===== src/rtl/sync_fifo.sv =====
// sync_fifo: single-clock FIFO with registered read data and status flags; SYNC_FIFO_LEVEL_EN adds the level port
module sync_fifo #(
    parameter int fifo_addr_size   = 5,
    parameter int fifo_data_size   = 16,
    parameter int almost_full_thr  = 2,
    parameter int almost_empty_thr = 2
) (
    input  logic                      clk,
    input  logic                      rst,
    input  logic                      w_en,
    input  logic [fifo_data_size-1:0] data_in,
    input  logic                      r_en,
    output logic [fifo_data_size-1:0] data_out,
    output logic                      r_valid,
    output logic                      full,
    output logic                      empty,
    output logic                      almost_full,
    output logic                      almost_empty,
    output logic                      overflow,
    output logic                      underflow
`ifdef SYNC_FIFO_LEVEL_EN
    ,output logic [fifo_addr_size:0]  level
`endif
);
    localparam int depth = 1 << fifo_addr_size;
    localparam int af_lvl = depth - almost_full_thr;
    localparam int ae_lvl = almost_empty_thr;
    localparam logic [fifo_addr_size:0] ptr_one = (fifo_addr_size+1)'(1);
    logic [fifo_data_size-1:0] mem [depth];
    logic [fifo_addr_size:0] wr_ptr, rd_ptr, count;
    logic wr_ok, rd_ok;
    assign count = wr_ptr - rd_ptr;
    assign empty = wr_ptr == rd_ptr;
    assign full = (wr_ptr[fifo_addr_size-1:0] == rd_ptr[fifo_addr_size-1:0]) && (wr_ptr[fifo_addr_size] != rd_ptr[fifo_addr_size]);
    assign almost_full = count >= af_lvl[fifo_addr_size:0];
    assign almost_empty = count <= ae_lvl[fifo_addr_size:0];
    assign wr_ok = w_en && !full && !rst;
    assign rd_ok = r_en && !empty;
`ifdef SYNC_FIFO_LEVEL_EN
    assign level = count;
`endif
    always_ff @(posedge clk)
        if (wr_ok) mem[wr_ptr[fifo_addr_size-1:0]] <= data_in;
    always_ff @(posedge clk) begin
        if (rst) begin
            wr_ptr    <= '0;
            rd_ptr    <= '0;
            data_out  <= '0;
            r_valid   <= 1'b0;
            overflow  <= 1'b0;
            underflow <= 1'b0;
        end else begin
            if (wr_ok) wr_ptr <= wr_ptr + ptr_one;
            if (rd_ok) begin
                rd_ptr   <= rd_ptr + ptr_one;
                data_out <= mem[rd_ptr[fifo_addr_size-1:0]];
            end
            r_valid   <= rd_ok;
            overflow  <= w_en && full;
            underflow <= r_en && empty;
        end
    end
endmodule


===== config.mk =====
export PLATFORM = sky130hd
export DESIGN_NAME = sync_fifo
export DESIGN_NICKNAME = d
export VERILOG_FILES = /design/src/rtl/sync_fifo.sv
export SDC_FILE = /design/constraint.sdc
export NUM_CORES = 1
export LEC_CHECK = 0
export ABC_AREA = 1
export ABC_CLOCK_PERIOD_IN_PS = 3700
export CAP_MARGIN = 20
export CORE_MARGIN = 5
export CORE_UTILIZATION = 55
export CTS_CLUSTER_SIZE = 25
export DETAILED_ROUTE_END_ITERATION = 12
export GPL_TIMING_DRIVEN = 0
export PLACE_DENSITY = 0.84
export SLEW_MARGIN = 20
export SYNTH_ARGS = -nofsm -noshare
export SYNTH_HDL_FRONTEND = slang
export SYNTH_SLANG_ARGS = --single-unit

===== constraint.sdc =====
create_clock -name clk -period 3.7 [get_ports clk]
set_clock_uncertainty 0.05 [all_clocks]
set_input_delay 0.74 -clock clk [delete_from_list [all_inputs] [get_ports clk]]
set_output_delay 0.74 -clock clk [all_outputs]
set_load 0.02 [all_outputs]

==> results.txt <==
Status -> finished, violations left
Violated checks -> negative setup slack
Die outline width -> 214 um
Core area -> 41000 um2
CTS tree -> built
Largest family of logic cells by synthesized area -> simple AND/OR/NAND/NOR gates
Max H-tree Level -> 2
Register area share after synthesis -> 69.7%
Die Ht -> 214 um
Synth cell types -> 31
Final period utilization -> 103%
Final Non-Filler Cells -> 2844
Number of max-cap violations -> 0
Most frequent cells in the layout -> 716 x nand2_1, 512 x edfxtp_1, 317 x nand3_1
Setup Slack @ Placement -> -398 ps
Largest net degree at the start of global routing -> 33
Setup ws final -> -100 ps
Worst Setup End Kind -> register
Crit Path Class -> reg -> reg
Post-synthesis adder-cell area fraction -> 0.632%
Wl on met1 -> 22200 um
Asr flop ratio synth -> 0%
Compound-Gate Fraction of Synth Area -> 1.89%
Post-DRT Antenna Nets -> 0
# diodes -> 0
Row cnt -> 74
Nets -> 2304
Max Buffers Root-to-Sink -> 3
Commonest non-fill, non-tap cell in the layout -> nand2_1
DP Wirelength -> 39800 um
CP peak stage delay -> 870 ps
Critical Path, Cell by Cell -> buf_2, clkinv_2, clkbuf_4, ha_1, nand3_2, nor2_4, nor3_4, nand2_1, nor2_2
FMAX -> 0.263 GHz
Crit-path max FO -> 16
Final Setup Violations -> 213
Port bufs -> 41
Mux contribution to synthesized area -> 0%
Clock sink count -> 543
Post-synth EDFFs -> 512
Hold_buf cts -> 0
Post-route DRC violation count -> 0
Worst slew pin tran -> 944 ps
Slew margin rel. -> 37.0%
Crit-path slowest cell -> nor2_2
Detailed Route Iter0 Violations -> 2228
Final TNS setup -> -11970 ps
Area grow syn2layout -> 12.6%
Power density over the cells -> 544 nW/um2
Simple-gate share of the synthesized area -> 21.4%
Worst EP required -> 3850 ps
Leakage -> 10.2 nW
Initial Utilization -> 55.9%
Synth top area share -> 67.0%
CTS Buf Count -> 50
Final WL -> 59800 um
Drt wl/cell -> 21.0 um
FF+latch area -> 16000 um2
Vias per cell -> 5.75
Delay-heaviest family, CP -> simple AND/OR/NAND/NOR gates
# IOs -> 43
Multi-input gate area -> 5650 um2
Final Max Tran Viols -> 0
Max layer used -> met4
Worst Hold Class -> reg -> reg
First-pass GRT wire length -> 91000 um
Xor-xnor portion of the synthesized cell area -> 0.224%
Cell area after synthesis -> 22900 um2
Layout cell share with drive strength beyond 1 -> 9.69%
Reg clk slew, reported paths -> 70 ps
CTS root buf -> clkbuf_16
RSZ-0062 raised after global routing -> yes
Critical Path AT -> 3950 ps
Routed wl met3 -> 7150 um
Ys flop type -> edfxtp_1
CP Launch Type -> register
GR Util All Layers -> 25.5%
FILL cells -> 2956
Synth area leader -> edfxtp_1
Routability Congestion -> 0.971
Main area contributors after synthesis -> edfxtp_1 67%, nand2_1 12%, nand3_1 6.9%
Number of global-route vias before repair -> 16100
Number of detailed-route iterations in the first pass -> 6
Post-Place Cells -> 2755
Latest clock arrival within the worst-skew pair -> 580 ps
Syn nets -> 2203
Peak supply drop -> 0.388 mV
Post-synthesis register bit count -> 543
Critical path buffer and inverter count -> 3
GRT overflow -> 0
Die area -> 45900 um2
Post-Syn Instances -> 2172
Post-CTS setup buffers -> 0
Via count -> 16400
Met2 wire len -> 27100 um
Final Hold Violating Endpoints -> 0
Min Tclk post-route -> 3800 ps
Initial antenna violation count -> 0
Hold WS -> 419 ps
Syn avg cell area -> 10.6 um2
Synth warnings -> 0
metal layers:
metal | GRT usage [%] | up-vias
li1 | - | 7395
met1 | 34.2 | 7624
met2 | 40.9 | 1142
met3 | 4.70 | 199
met4 | 12.1 | 0
met5 | 0 | -
final cells by class:
type                    instances  share of cell area (%)
plain buffers                 109                    2.07
well taps                     532                    2.58
multi-input cells            1284                    21.9
repair buffers                 51                    1.86
inverters                     234                    3.46
flip-flops and latches        543                    61.9
clock inverters                11                   0.218
clock buffers                  80                    6.03
what timing repair did:
action | 4_1_cts | 5_1_grt
setup endpoints to repair | 368 | 355
endpoints found under the hold margin | 0 | 0
gates resized for setup | 18 | 9
pin swaps | 1 | 0
stage by stage:
| step | utilization, % | area, um2 | power (mW) |
|---|---|---|---|
| floorplan | - | 22900 | 8.19 |
| global placement | 58.6 | 24000 | 8.96 |
| detailed placement | 58.9 | 24200 | 9.03 |
| CTS | 62.9 | 25800 | 14.0 |
| global route | 63.0 | 25800 | 14.5 |
| finish | 63.0 | 25800 | 14.1 |
final timing paths:
kind	startpoint	to	slack, ps	cells after the start
setup / recovery	rd_ptr[4]	mem[12][12]	-100	9
hold / removal	data_out[11]	data_out[11]	420	2
setup reg to reg	rd_ptr[4]	mem[12][12]	-100	9
hold reg to reg	data_out[11]	data_out[11]	420	2
sequential cells by signal, indices dropped and copies added, names as in the netlist:
name and count:
mem 512, overflow 1, rd_ptr 6, underflow 1, r_valid 1, wr_ptr 6, data_out 16
where the power goes:
part | leakage [nW] | total [mW] | internal [mW] | switching [mW]
Clock | 0.793 | 5.08 | 2.88 | 2.20
Combinational | 4.53 | 2.17 | 0.596 | 1.57
Sequential | 4.86 | 6.81 | 6.77 | 0.0366
Total | 10.2 | 14.1 | 10.2 | 3.81
cells by family after synthesis:
kind of cell,after synthesis
AOI/OAI and AO/OA,86
xor gates and xnor gates,5
and+or+nand+nor,1182
DFF,543
adders and majority gates,11
buffers and inverters,345
worst min-delay path, cell delays in order, from the launching register on:
cell and delay (ps):
dfxtp_1 310, nand2_1 60, a21oi_1 50
cells in the mapped netlist, types with 2 or more instances:
cell and number:
buf_1 8, nor2_1 132, nand3_1 317, nand3_2 2, o21ai_1 10, a21oi_1 63
buf_4 9, xor2_1 2, nor3_1 3, inv_1 225, clkinv_1 3, ha_1 10
nor2_4 3, xnor2_1 2, edfxtp_1 512, inv_2 4, nand4_1 4, dfxtp_1 31
clkbuf_1 30, o21ai_0 12, buf_2 64, inv_4 2, nand2_1 716
Power figures use the tool's default switching activity.
